[src/rtl/matvec_sequencer_if.sv]
// matvec_sequencer_if: bundles every non-clock/reset signal of the dense-layer
// sequencer.
//   master : the sequencer side. It drives the control status, the ram_reader
//            request, the vector index, the multiply/accumulate IP inputs and
//            the row results.
//   slave  : the environment side. It drives start/config, read data, vector
//            data and the IP results.
interface matvec_sequencer_if #(
    parameter int ADDR_WIDTH = 27,
    parameter int DATA_WIDTH = 16,
    parameter int LEN_WIDTH  = 8
);
    // control
    logic                  start;
    logic [ADDR_WIDTH-1:0] base_addr;
    logic [LEN_WIDTH-1:0]  in_len;
    logic [LEN_WIDTH-1:0]  out_len;
    logic                  busy;
    logic                  done;
    // ram_reader read port
    logic                  rd_req;
    logic [ADDR_WIDTH-1:0] rd_addr;
    logic                  rd_valid;
    logic [DATA_WIDTH-1:0] rd_data;
    // input vector register file
    logic [LEN_WIDTH-1:0]  vec_idx;
    logic [DATA_WIDTH-1:0] vec_data;
    // fp16 multiply IP
    logic                  mul_valid;
    logic [DATA_WIDTH-1:0] mul_a;
    logic [DATA_WIDTH-1:0] mul_b;
    logic                  mul_res_valid;
    logic [DATA_WIDTH-1:0] mul_res;
    // fp16 accumulator IP
    logic                  acc_valid;
    logic [DATA_WIDTH-1:0] acc_data;
    logic                  acc_last;
    logic                  acc_res_valid;
    logic [DATA_WIDTH-1:0] acc_res;
    logic                  acc_res_last;
    // row results
    logic                  out_valid;
    logic [LEN_WIDTH-1:0]  out_idx;
    logic [DATA_WIDTH-1:0] out_data;

    modport master (
        input  start, base_addr, in_len, out_len, rd_valid, rd_data, vec_data,
               mul_res_valid, mul_res, acc_res_valid, acc_res, acc_res_last,
        output busy, done, rd_req, rd_addr, vec_idx, mul_valid, mul_a, mul_b,
               acc_valid, acc_data, acc_last, out_valid, out_idx, out_data
    );

    modport slave (
        output start, base_addr, in_len, out_len, rd_valid, rd_data, vec_data,
               mul_res_valid, mul_res, acc_res_valid, acc_res, acc_res_last,
        input  busy, done, rd_req, rd_addr, vec_idx, mul_valid, mul_a, mul_b,
               acc_valid, acc_data, acc_last, out_valid, out_idx, out_data
    );
endinterface

[src/rtl/matvec_sequencer.sv]
// matvec_sequencer: sequences one dense layer,
//   out[r] = sum_c W[base + r*M + c] * vec[c].
// Weights are fetched one word at a time. Each weight/vector pair is issued to
// the fp16 multiply IP. Products are forwarded through one register stage to
// the fp16 accumulator IP, with tlast on every M-th product. One result is
// emitted per accumulator tlast.
// Ports:
//   clk   : rising-edge clock
//   reset : asynchronous, active-low
//   bus   : matvec_sequencer_if.master (control, read port, vector index,
//           IP streams, row results)
module matvec_sequencer #(
    parameter int ADDR_WIDTH = 27,
    parameter int DATA_WIDTH = 16,
    parameter int LEN_WIDTH  = 8
) (
    input logic                 clk,
    input logic                 reset,
    matvec_sequencer_if.master  bus
);
    typedef enum logic [2:0] {IDLE, FETCH, ISSUE, DRAIN, FINISH} state_t;

    state_t                state_q, state_d;
    logic [ADDR_WIDTH-1:0] base_q, base_d;
    logic [LEN_WIDTH-1:0]  m_q, m_d, n_q, n_d;
    logic [LEN_WIDTH-1:0]  row_q, row_d, col_q, col_d;
    logic [LEN_WIDTH-1:0]  fcol_q, fcol_d, orow_q, orow_d;
    logic [DATA_WIDTH-1:0] w_q, w_d, v_q, v_d;
    logic                  busy_q, busy_d, done_q, done_d;
    logic                  acc_valid_q, acc_valid_d, acc_last_q, acc_last_d;
    logic [DATA_WIDTH-1:0] acc_data_q, acc_data_d;
    logic                  out_valid_q, out_valid_d;
    logic [LEN_WIDTH-1:0]  out_idx_q, out_idx_d;
    logic [DATA_WIDTH-1:0] out_data_q, out_data_d;

    logic [LEN_WIDTH-1:0]  m_last, n_last;
    logic                  active;

    assign m_last = m_q - LEN_WIDTH'(1);
    assign n_last = n_q - LEN_WIDTH'(1);
    // IP results are only honoured inside a layer, so anything still in flight
    // after a reset lands while IDLE and is dropped.
    assign active = (state_q != IDLE);

    always_comb begin
        state_d     = state_q;
        base_d      = base_q;
        m_d         = m_q;
        n_d         = n_q;
        row_d       = row_q;
        col_d       = col_q;
        fcol_d      = fcol_q;
        orow_d      = orow_q;
        w_d         = w_q;
        v_d         = v_q;
        busy_d      = busy_q;
        done_d      = 1'b0;
        acc_valid_d = 1'b0;
        acc_last_d  = 1'b0;
        acc_data_d  = acc_data_q;
        out_valid_d = 1'b0;
        out_idx_d   = out_idx_q;
        out_data_d  = out_data_q;

        // Product forwarding. It runs independently of the FSM and relies on
        // the multiply IP returning results in issue order.
        if (active && bus.mul_res_valid) begin
            acc_valid_d = 1'b1;
            acc_data_d  = bus.mul_res;
            acc_last_d  = (fcol_q == m_last);
            fcol_d      = (fcol_q == m_last) ? '0 : fcol_q + LEN_WIDTH'(1);
        end

        // Row results. Partial sums without tlast are ignored.
        if (active && bus.acc_res_valid && bus.acc_res_last) begin
            out_valid_d = 1'b1;
            out_data_d  = bus.acc_res;
            out_idx_d   = orow_q;
            orow_d      = orow_q + LEN_WIDTH'(1);
        end

        case (state_q)
            IDLE: begin
                if (bus.start) begin
                    base_d  = bus.base_addr;
                    m_d     = bus.in_len;
                    n_d     = bus.out_len;
                    row_d   = '0;
                    col_d   = '0;
                    fcol_d  = '0;
                    orow_d  = '0;
                    busy_d  = 1'b1;
                    state_d = (bus.in_len == '0 || bus.out_len == '0) ? FINISH : FETCH;
                end
            end
            FETCH: begin
                if (bus.rd_valid) begin
                    w_d     = bus.rd_data;
                    v_d     = bus.vec_data;
                    state_d = ISSUE;
                end
            end
            ISSUE: begin
                if (col_q == m_last) begin
                    col_d   = '0;
                    row_d   = row_q + LEN_WIDTH'(1);
                    state_d = (row_q == n_last) ? DRAIN : FETCH;
                end else begin
                    col_d   = col_q + LEN_WIDTH'(1);
                    state_d = FETCH;
                end
            end
            // orow_d already includes a result captured this cycle, so FINISH
            // follows the last out_valid without an extra bubble.
            DRAIN: if (orow_d == n_q) state_d = FINISH;
            FINISH: begin
                done_d  = 1'b1;
                busy_d  = 1'b0;
                state_d = IDLE;
            end
            default: state_d = IDLE;
        endcase
    end

    always_ff @(posedge clk or negedge reset) begin
        if (!reset) begin
            state_q     <= IDLE;
            base_q      <= '0;
            m_q         <= '0;
            n_q         <= '0;
            row_q       <= '0;
            col_q       <= '0;
            fcol_q      <= '0;
            orow_q      <= '0;
            w_q         <= '0;
            v_q         <= '0;
            busy_q      <= 1'b0;
            done_q      <= 1'b0;
            acc_valid_q <= 1'b0;
            acc_last_q  <= 1'b0;
            acc_data_q  <= '0;
            out_valid_q <= 1'b0;
            out_idx_q   <= '0;
            out_data_q  <= '0;
        end else begin
            state_q     <= state_d;
            base_q      <= base_d;
            m_q         <= m_d;
            n_q         <= n_d;
            row_q       <= row_d;
            col_q       <= col_d;
            fcol_q      <= fcol_d;
            orow_q      <= orow_d;
            w_q         <= w_d;
            v_q         <= v_d;
            busy_q      <= busy_d;
            done_q      <= done_d;
            acc_valid_q <= acc_valid_d;
            acc_last_q  <= acc_last_d;
            acc_data_q  <= acc_data_d;
            out_valid_q <= out_valid_d;
            out_idx_q   <= out_idx_d;
            out_data_q  <= out_data_d;
        end
    end

    // rd_addr depends only on flops that hold still in FETCH, so it is stable
    // while rd_req is high. It wraps modulo 2^ADDR_WIDTH.
    assign bus.rd_req    = (state_q == FETCH);
    assign bus.rd_addr   = base_q + ADDR_WIDTH'(row_q) * ADDR_WIDTH'(m_q) + ADDR_WIDTH'(col_q);
    assign bus.vec_idx   = col_q;
    assign bus.mul_valid = (state_q == ISSUE);
    assign bus.mul_a     = w_q;
    assign bus.mul_b     = v_q;
    assign bus.busy      = busy_q;
    assign bus.done      = done_q;
    assign bus.acc_valid = acc_valid_q;
    assign bus.acc_data  = acc_data_q;
    assign bus.acc_last  = acc_last_q;
    assign bus.out_valid = out_valid_q;
    assign bus.out_idx   = out_idx_q;
    assign bus.out_data  = out_data_q;
endmodule
[src/flat_wrapper.sv]
// flat-port wrapper written by rule: the top's interface ports become plain ports
module matvec_sequencer_flat 
#(
    parameter int ADDR_WIDTH = 27,
    parameter int DATA_WIDTH = 16,
    parameter int LEN_WIDTH  = 8
)
  (clk, reset, bus_start, bus_base_addr, bus_in_len, bus_out_len, bus_rd_valid, bus_rd_data, bus_vec_data, bus_mul_res_valid, bus_mul_res, bus_acc_res_valid, bus_acc_res, bus_acc_res_last, bus_busy, bus_done, bus_rd_req, bus_rd_addr, bus_vec_idx, bus_mul_valid, bus_mul_a, bus_mul_b, bus_acc_valid, bus_acc_data, bus_acc_last, bus_out_valid, bus_out_idx, bus_out_data);
  matvec_sequencer_if #(.ADDR_WIDTH(ADDR_WIDTH), .DATA_WIDTH(DATA_WIDTH), .LEN_WIDTH(LEN_WIDTH)) bus_i ();
  input logic clk;
  input logic reset;
  input wire logic [$bits(bus_i.start)-1:0] bus_start;
  input wire logic [$bits(bus_i.base_addr)-1:0] bus_base_addr;
  input wire logic [$bits(bus_i.in_len)-1:0] bus_in_len;
  input wire logic [$bits(bus_i.out_len)-1:0] bus_out_len;
  input wire logic [$bits(bus_i.rd_valid)-1:0] bus_rd_valid;
  input wire logic [$bits(bus_i.rd_data)-1:0] bus_rd_data;
  input wire logic [$bits(bus_i.vec_data)-1:0] bus_vec_data;
  input wire logic [$bits(bus_i.mul_res_valid)-1:0] bus_mul_res_valid;
  input wire logic [$bits(bus_i.mul_res)-1:0] bus_mul_res;
  input wire logic [$bits(bus_i.acc_res_valid)-1:0] bus_acc_res_valid;
  input wire logic [$bits(bus_i.acc_res)-1:0] bus_acc_res;
  input wire logic [$bits(bus_i.acc_res_last)-1:0] bus_acc_res_last;
  output wire logic [$bits(bus_i.busy)-1:0] bus_busy;
  output wire logic [$bits(bus_i.done)-1:0] bus_done;
  output wire logic [$bits(bus_i.rd_req)-1:0] bus_rd_req;
  output wire logic [$bits(bus_i.rd_addr)-1:0] bus_rd_addr;
  output wire logic [$bits(bus_i.vec_idx)-1:0] bus_vec_idx;
  output wire logic [$bits(bus_i.mul_valid)-1:0] bus_mul_valid;
  output wire logic [$bits(bus_i.mul_a)-1:0] bus_mul_a;
  output wire logic [$bits(bus_i.mul_b)-1:0] bus_mul_b;
  output wire logic [$bits(bus_i.acc_valid)-1:0] bus_acc_valid;
  output wire logic [$bits(bus_i.acc_data)-1:0] bus_acc_data;
  output wire logic [$bits(bus_i.acc_last)-1:0] bus_acc_last;
  output wire logic [$bits(bus_i.out_valid)-1:0] bus_out_valid;
  output wire logic [$bits(bus_i.out_idx)-1:0] bus_out_idx;
  output wire logic [$bits(bus_i.out_data)-1:0] bus_out_data;
  assign bus_i.start = bus_start;
  assign bus_i.base_addr = bus_base_addr;
  assign bus_i.in_len = bus_in_len;
  assign bus_i.out_len = bus_out_len;
  assign bus_i.rd_valid = bus_rd_valid;
  assign bus_i.rd_data = bus_rd_data;
  assign bus_i.vec_data = bus_vec_data;
  assign bus_i.mul_res_valid = bus_mul_res_valid;
  assign bus_i.mul_res = bus_mul_res;
  assign bus_i.acc_res_valid = bus_acc_res_valid;
  assign bus_i.acc_res = bus_acc_res;
  assign bus_i.acc_res_last = bus_acc_res_last;
  assign bus_busy = bus_i.busy;
  assign bus_done = bus_i.done;
  assign bus_rd_req = bus_i.rd_req;
  assign bus_rd_addr = bus_i.rd_addr;
  assign bus_vec_idx = bus_i.vec_idx;
  assign bus_mul_valid = bus_i.mul_valid;
  assign bus_mul_a = bus_i.mul_a;
  assign bus_mul_b = bus_i.mul_b;
  assign bus_acc_valid = bus_i.acc_valid;
  assign bus_acc_data = bus_i.acc_data;
  assign bus_acc_last = bus_i.acc_last;
  assign bus_out_valid = bus_i.out_valid;
  assign bus_out_idx = bus_i.out_idx;
  assign bus_out_data = bus_i.out_data;
  matvec_sequencer #(.ADDR_WIDTH(ADDR_WIDTH), .DATA_WIDTH(DATA_WIDTH), .LEN_WIDTH(LEN_WIDTH)) u_core (.clk(clk), .reset(reset), .bus(bus_i));
endmodule
[config.mk]
export PLATFORM = sky130hd
export DESIGN_NAME = matvec_sequencer_flat
export DESIGN_NICKNAME = d
export VERILOG_FILES = /design/src/rtl/matvec_sequencer_if.sv /design/src/rtl/matvec_sequencer.sv /design/src/flat_wrapper.sv
export SDC_FILE = /design/constraint.sdc
export NUM_CORES = 1
export LEC_CHECK = 0
export CAP_MARGIN = 30
export CELL_PAD_IN_SITES_DETAIL_PLACEMENT = 0
export CELL_PAD_IN_SITES_GLOBAL_PLACEMENT = 1
export CORE_MARGIN = 5
export CORE_UTILIZATION = 35
export DETAILED_ROUTE_END_ITERATION = 8
export PLACE_DENSITY_LB_ADDON = 0.3
export SETUP_SLACK_MARGIN = 0.3
export SLEW_MARGIN = 10
export SYNTH_ARGS = -nofsm -noshare
export SYNTH_HDL_FRONTEND = slang
export SYNTH_SLANG_ARGS = --single-unit
[constraint.sdc]
create_clock -name clk -period 6.3 [get_ports clk]
set_input_delay 1.26 -clock clk [delete_from_list [all_inputs] [get_ports clk]]
set_output_delay 1.26 -clock clk [all_outputs]
set_load 0.005 [all_outputs]
---- Word level (Yosys, flattened, before mapping) ----
Cells that the tools add are included.
storage, ports and cells
  memories ................................ 0
  logic and storage cells ................. 80
  bits in registers ....................... 155
  latch bits .............................. 0
  bits in read-only memories .............. 0
  input bits .............................. 114
  output and inout bits ................... 114
  bits in writable memories ............... 0
operators by class
  bitwise gates (word level) .............. 0
  shift-type cells ........................ 0
  reductions and logical operators ........ 16
  multiply operators ...................... 1
  equality and inequality tests ........... 12
  muxes and demuxes ....................... 25
  div/mod/pow operators ................... 0
  add/subtract/negate cells ............... 8
  order comparisons ....................... 0
operators with widths
  kind                                              count
  2-to-1 mux 8 bit                                  10
  adder 8 x 1 -> 8 bit, second input constant       4
  == test 8 bit                                     4
  one-hot mux 8 bit (2 select lines)                2
  adder 27 x 16 -> 27 bit                           1
  adder 27 x 8 -> 27 bit                            1
  zero test 8 bit                                   2
  multiplier 8 x 8 -> 16 bit                        1
  subtractor 8 x 1 -> 8 bit, second input constant  2
  2-to-1 mux 3 bit                                  5
  one-hot mux 3 bit (4 select lines)                1
  AND reduction 2 bit                               4
  == test 3 x 2 -> 1 bit, second input constant     2
  AND reduction 3 bit                               2
  2-to-1 mux 1 bit                                  5
  != test 2 x 1 -> 1 bit, second input constant     2
  != test 2 bit, second input constant              2
  nonzero test 2 bit                                2
  == test 3 x 1 -> 1 bit, second input constant     1
  == test 3 bit, second input constant              1
  logical AND 1 bit                                 3
  zero test 3 bit                                   1
  nonzero test 3 bit                                1
  2-to-1 mux 2 bit                                  1
  2 further kinds                                   2

---- Longest topological paths before layout ----
  word-level depth ........................ 7
  gate-level depth with buffers ........... 20
  depth with buffers taken out ............ 19

---- Worst setup path after synthesis ----
Ideal clock, no wire load.
  kind .................................... register to output
  start point ............................. reg u_core.row_q[5]
  end point ............................... out bus_rd_addr[20]
  required time ........................... 5040 ps
  slack ................................... 73 ps
  arrival time ............................ 4967 ps
  cell stages (with the launch flop) ...... 21
  cells stage by stage .................... dfrtp_1 -> clkbuf_1 -> nand2_1 -> fa_1 -> inv_1 -> fa_1 -> inv_1 -> fa_1 -> inv_1 -> fa_1 -> inv_1 -> fa_1 -> inv_1 -> ha_1 -> o21a_1 -> o21a_1 -> o21a_1 -> and4b_1 -> o21ai_0 -> a21boi_0 -> xor2_1
between the ends
  word-level cells in the longest chain between the ends .. 3
ends and longest elaborated chain
  what                        line                     source
  start: declaration          matvec_sequencer.sv:26   logic [LEN_WIDTH-1:0] row_q, row_d, col_q, col_d;
  start signal: assignment    matvec_sequencer.sv:150  row_q <= row_d;
  multiplier 8 x 8 -> 16 bit  matvec_sequencer.sv:170  assign bus.rd_addr = base_q + ADDR_WIDTH'(row_q) * ADDR_WIDTH'(m_q) + ADDR_WIDTH'(col_q);
  adder 27 x 16 -> 27 bit     matvec_sequencer.sv:170
  adder 27 x 8 -> 27 bit      matvec_sequencer.sv:170
  end: declaration            flat_wrapper.sv:27       output wire logic [$bits(bus_i.rd_addr)-1:0] bus_rd_addr;
No other way between the ends.

---- Worst setup path in the final report ----
  start point ............................. reg u_core.row_q[6]
  end point ............................... out bus_rd_addr[20]
Same word-level chain as after synthesis.

==> results.toml <==
[power]
intPower_uw = 3600
p_leak_uw = 0.00701
peakVddDrop_mv = 0.176
power.density_mw_per_mm2 = 392
combPwrFrac_pct = 49.8
pwr-share-clk_pct = 20.4
swShare_pct = 37.3
switchingPower_uw = 2140
pwr-share-seq_pct = 29.8

[grt]
grt_start_max_net_pins = 74
grt_first_pass_wirelength_um = 47800
met1_usage_pct = 24.0
antenna_found_initial = 3
grt_use_met2_pct = 29.1
grtUsageMet3_pct = 4.58
grt_pass1_vias = 8716
grtUsageTotal_pct = 18.0
grt.overflow.total = 0
top_usage_layer = "met2"

[job]
cap_violations = 0

[timing]
tightest_slew_ns = 0.729
holdWs_ns = 0.473
setup_viol = 16
max_freq_ghz = 0.153
period_needed_ns = 6.52
drv_slew = 0
slew_headroom_pct = 51.4
fin_crit_sh_pct = 104
fin_ws_ns = -0.223
rsz0062_at_grt = "true"
hold_viol = 0
clock_skew_ns = 0.0136

[drt]
drt-initial-drc-count = 510
ant_nets = 0
drtPass1Iterations = 5
drt-wirelength-per-cell_um = 16.7
vias = 8506
drc = 0
viasPerCell = 4.78
wirelength_um = 29700

[logic_synthesis]
async_reset_ff_share_pct = 100
syn_avg_cell_area_um2 = 9.46
synthCells = 1085
ys_seq_area_share_pct = 37.8
synthFlopType = "dfrtp_1"
yosysWarnings = 0
synth_enable_flop_cells = 0
synth_seq_cells = 155
post_synth_num_cell_types = 61
synth_area_leaders = "dfrtp_1 (38%), fa_1 (11%), nand2_1 (10%), ha_1 (7.7%), mux2_2 (3.5%)"
synth.largest_area_cell = "dfrtp_1"
synth.most_common_cell = "nand2_1"
synth_fp_nets = 1317
netlist.area_leader.share_pct = 37.8
synthTopCellsByCount = "nand2_1 (279), dfrtp_1 (155), inv_1 (83), ha_1 (63), fa_1 (55)"
synthesis.area_mm2 = 0.0103

[final_layout]
synthToLayoutAreaGrowth_pct = 42.8
layout.nets = 1613
final_layout_size_suffix_gt1_share_pct = 19.7
fin_util_pct = 50.8
final_cell_area_mm2 = 0.0147

[clock_tree]
ctsLongestPathBuffers = 2
clkSlewWorstSetupHoldPaths_ns = 0.07
holdBufCountCts = 0
clock-root-buffer = "clkbuf_16"
cts_tree = "yes"
insertion_delay_ns = 0.42
numCtsBuffers = 17
cts.sinks = 155
htreeDepth = 4

[status]
violations = "negative setup slack"
status = "finished with violations"

[critical_path]
crit_type = "flip-flop to primary output"
worstPathRequired_ns = 5.04
cp.arrival_ns = 5.26
crit_path_end_kind = "primary output"
critPathLaunchType = "flip-flop"
cp_max_fo = 5

[worst_hold_path]
hold_class = "flip-flop to flip-flop"

[die]
initial_core_util_pct = 35.6
ios = 228
rows = 62
die_h_um = 181
fp.coreArea_mm2 = 0.0289
die_area_mm2 = 0.0329
dieWidth_um = 181

[place]
dpl.hpwl_um = 21700
io_buffers = 227
post_dp_cell_area_mm2 = 0.0133
gp_congestion = 0.836
## path summary, 6_finish.rpt
check / from / end / slack, ns / cells past startpoint
max in group asynchronous: reset / u_core.bus.busy / 4.32 / 2
worst max register to register: u_core.m_q[1] / u_core.row_q[7] / 3.22 / 12
worst max-delay path: u_core.row_q[6] / bus_rd_addr[20] / -0.22 / 21
worst min register to register: u_core.bus.acc_data[15] / u_core.bus.acc_data[15] / 0.47 / 2
min in group asynchronous: reset / u_core.bus.out_valid / 0.83 / 1
worst min-delay path: u_core.bus.acc_data[15] / u_core.bus.acc_data[15] / 0.47 / 2
## metal layers
layer / wire length [µm] / part of all wire [%]
met5: 27 / 0.091
met4: 629 / 2.1
met3: 1620 / 5.4
met2: 14400 / 48
met1: 13100 / 44
## per-stage QoR
step / TNS [ns] / power, µW / worst slack, ns / instances
after detailed placement: -3.18 / 4480 / -0.319 / 1709
after global routing: -5.62 / 6180 / -0.435 / 1779
final: -2.01 / 5740 / -0.223 / 1779
after floorplan: 0 / 3140 / 0.307 / 1085
after global placement: -2.86 / 4450 / -0.296 / 1709
after CTS: -2.19 / 5730 / -0.279 / 1765
## kinds of logic after synthesis
family          Yosys count  share of synthesized area [%]
fa+ha+maj               118                           18.4
mux                      37                           4.00
xor+xnor                 75                           7.14
flops                   155                           37.8
buf+inv                 136                           5.12
compound gates          111                           7.05
simple gates            453                           20.5
## critical path: stages, from the launching register on
cell	delay [ns]
dfrtp_1	0.42
nand2_2	0.09
fa_1	0.50
inv_1	0.05
fa_1	0.47
inv_1	0.05
fa_1	0.47
inv_1	0.05
fa_1	0.48
inv_1	0.05
fa_1	0.48
inv_2	0.04
ha_4	0.23
o21a_1	0.12
o21a_1	0.20
o21a_4	0.22
and4b_1	0.23
o21ai_4	0.23
buf_6	0.13
a21boi_2	0.05
xor2_1	0.15
buf_2	0.14
## state kept, by name, indices dropped and copies added, names as in the netlist, 16 cells and up
register             flops
u_core.base_q           27
u_core.bus.out_data     16
u_core.bus.mul_a        16
u_core.bus.acc_data     16
u_core.bus.mul_b        16
## layout make-up
type | instances | area [µm²]
diodes | 1 | 2.50
clock inverters | 14 | 219
multi-input cells | 794 | 6280
inverters | 84 | 315
fillers | 2709 | 14200
flip-flops and latches | 155 | 3880
repair buffers | 329 | 3050
clock buffers | 18 | 429
well taps | 384 | 480
## layout by cell type (no fill, tap or decap), types with 12 or more instances in the layout
cell type / synthesis / final
clkdlybuf4s50_1: 0 / 204
clkbuf_16: 0 / 17
nand3_1: 16 / 14
xor2_1: 33 / 31
a21oi_1: 21 / 15
xnor2_1: 36 / 34
buf_2: 6 / 20
nor2_1: 35 / 32
o21ai_0: 34 / 28
nand2_1: 279 / 269
ha_1: 63 / 50
inv_1: 83 / 76
nor3_1: 15 / 12
dfrtp_1: 155 / 151
mux2_2: 32 / 32
and2_1: 41 / 38
fa_1: 55 / 52
buf_4: 0 / 74
ha_4: 0 / 12
buf_6: 1 / 29
## what timing repair did
item	4_1_cts	5_1_grt
setup buffers	24	13
gates resized for setup	158	33
pin swaps	46	23
endpoints found under the setup margin	23	23
## power by group through the flow
stage                     clock, µW  sequential [µW]  combinational [µW]
after floorplan                   0             1630                1510
after global placement            0             1700                2750
after detailed placement          0             1710                2770
after CTS                      1200             1700                2830
after global routing           1240             1770                3160
final                          1170             1710                2860
Note: power is estimated with default switching activity, not from simulation.
==> RTL edit: new RTL, config.mk and constraints unchanged <==
Reset style: synchronous (`reset`), changed in one clocked block. Comments in the files are not updated.
--- a/src/rtl/matvec_sequencer.sv
+++ b/src/rtl/matvec_sequencer.sv
@@ -122,7 +122,7 @@
         endcase
     end
 
-    always_ff @(posedge clk or negedge reset) begin
+    always_ff @(posedge clk) begin
         if (!reset) begin
             state_q     <= IDLE;
             base_q      <= '0;
Formal check against the unedited RTL: differs if reset is asserted again (counterexample within 4 cycles, from zero or initial values and one cycle with reset low); with reset held inactive, the same outputs for 4 cycles.
==> RTL edit against the original RTL <==
The flow still finishes with violations (setup timing); routed wire length decreased by 4.6%; worst setup slack got worse by 0.028 ns; global-route usage about the same; synthesized area decreased by 3.3%; critical endpoint is now bus_rd_addr[18]; utilization decreased by 0.17 points; register-to-register slack improved by 0.02 ns; final area decreased by 3.5%; highest routed layer is now met4; sequential cell count unchanged; via count increased by 3.0%.
Power is not compared: it rests on default switching activity, and its combinational part moved more than twofold at a synthesized area within 25%.
==> RTL edit: results (changes against the original RTL) <==
- Status: complete, but fails checks (unchanged)
- Failing checks: setup timing (unchanged)
- Placed Instances: 1782 (was 1709)
- DR iter-0 viols: 340 (was 510)
- Met2 WL post-DR: 13870 µm (was 14370 µm)
- Vias/cell: 4.769 (was 4.781)
- Antenna Cells: 0 (was 1)
- Met1 Routed Length: 11770 µm (was 13070 µm)
- Final setup fails: 13 (was 16)
- Top_reg_cell synth: dfxtp_1 (was dfrtp_1)
- CP max stage delay: 0.53 ns (was 0.50 ns)
- Final worst slack: -0.2508 ns (was -0.2230 ns)
- Post-DP HPWL: 20910 µm (was 21730 µm)
- Hold_ws: 0.4621 ns (was 0.4730 ns)
- Reg2Reg Depth: 11 (was 12)
- Syn Inst Count: 1177 (was 1085)
- Synthesized net count: 1409 (was 1317)
- Post-synthesis cell type count: 67 (was 61)
- Dpl ws: -0.4866 ns (was -0.3191 ns)
- Gpl congestion: 0.8331 (was 0.8363)
- Total number of vias: 8761 (was 8506)
- Sequential area share after synthesis: 0.3125 (was 0.3779)
- GRT Total Usage: 0.1794 (was 0.1798)
- Async SR Flop Fraction: 0 (was 1.000)
- Most frequent cells after synthesis: nand2_1, dfxtp_1, a21boi_0 (was nand2_1, dfrtp_1, inv_1)
- DR WL/cell: 15.44 µm (was 16.70 µm)
- Slew margin rel.: 0.4622 (was 0.5139)
- First-pass GRT wire length: 45970 µm (was 47830 µm)
==> RTL edit: changes by cell type after synthesis, sizes merged, moves of 7 or more <==
cell | before | now
clkbuf | 43 | 56
nand2 | 280 | 303
a21boi | 4 | 118
nor3 | 15 | 8
o21ai | 41 | 17
dfxtp | 0 | 155
dfrtp | 155 | 0
a21oi | 21 | 30
mux2 | 32 | 1
==> RTL edit: kinds of logic (layout without fill, tap and decap cells) <==
| family | count (synthesis) | count (layout) | synth area share |
|---|---|---|---|
| compound gates | 212 | 212 | 0.1527 |
| flops | 155 | 155 | 0.3125 |
| fa+ha+maj | 118 | 118 | 0.1902 |
| mux | 5 | 5 | 0.005166 |
| simple gates | 456 | 456 | 0.2056 |
| buf+inv | 156 | 438 | 0.06123 |
| xor+xnor | 75 | 75 | 0.07257 |
==> RTL edit: layout make-up <==
cell class	instances	area, µm²
inverter	90	337.8
tap	378	473.0
multi-input combinational	866	6648
clock buffer	19	452.9
clock inverter	13	123.9
sequential	155	3156
fill	2696	13800
timing repair buffer	316	2948
==> RTL edit: critical path: cells and delay by family (launching register included) <==
kind | cells | cell delay, ns
AO/OA/AOI/OAI | 4 | 0.72
XOR/XNOR | 1 | 0.16
adder cells (fa/ha/maj) | 6 | 2.78
buffers and inverters | 7 | 0.62
flip-flops | 1 | 0.39
AND/OR/NAND/NOR | 2 | 0.18
==> RTL edit: timing repair <==
action                     in CTS  in global routing
resized for setup             159                 28
hold endpoints to repair        0                  0
setup buffers                  17                  5
hold buffers                    0                  0
setup endpoints to repair      22                 23
pin swaps                      63                 29
==> RTL edit: path summary, 6_finish.rpt <==
path                          startpoint                      to
setup / recovery         u_core.row_q[5]         bus_rd_addr[18]
hold reg to reg   u_core.bus.out_data[4]  u_core.bus.out_data[4]
hold / removal    u_core.bus.out_data[4]  u_core.bus.out_data[4]
setup reg to reg           u_core.m_q[1]         u_core.row_q[7]
==> RTL edit: routing by layer <==
| metal | global-route usage | vias up |
|---|---|---|
| met2 | 0.3058 | 205 |
| met3 | 0.06931 | 27 |
| li1 | - | 4389 |
| met5 | 0 | - |
| met4 | 0.04061 | 0 |
| met1 | 0.2142 | 4140 |
==> RTL edit: through the flow <==
stage | instance area [µm²] | util | setup TNS, ns
4_1_cts | 13970 | 0.5002 | -1.916
2_1_floorplan | 10060 | - | 0
3_5_place_dp | 12970 | 0.4644 | -5.131
5_1_grt | 14140 | 0.5061 | -4.930
6_report | 14140 | 0.5061 | -1.988
3_3_place_gp | 12920 | 0.4624 | -3.599
==> RTL edit: power by group <==
part | internal [mW] | switching, mW | leakage (nW) | total, mW
sequential | 1.07 | 0.0850 | 1.27 | 1.15
combinational | 0.450 | 0.451 | 4.36 | 0.901
clock | 0.543 | 0.477 | 0.283 | 1.02
total | 2.06 | 1.01 | 5.91 | 3.08
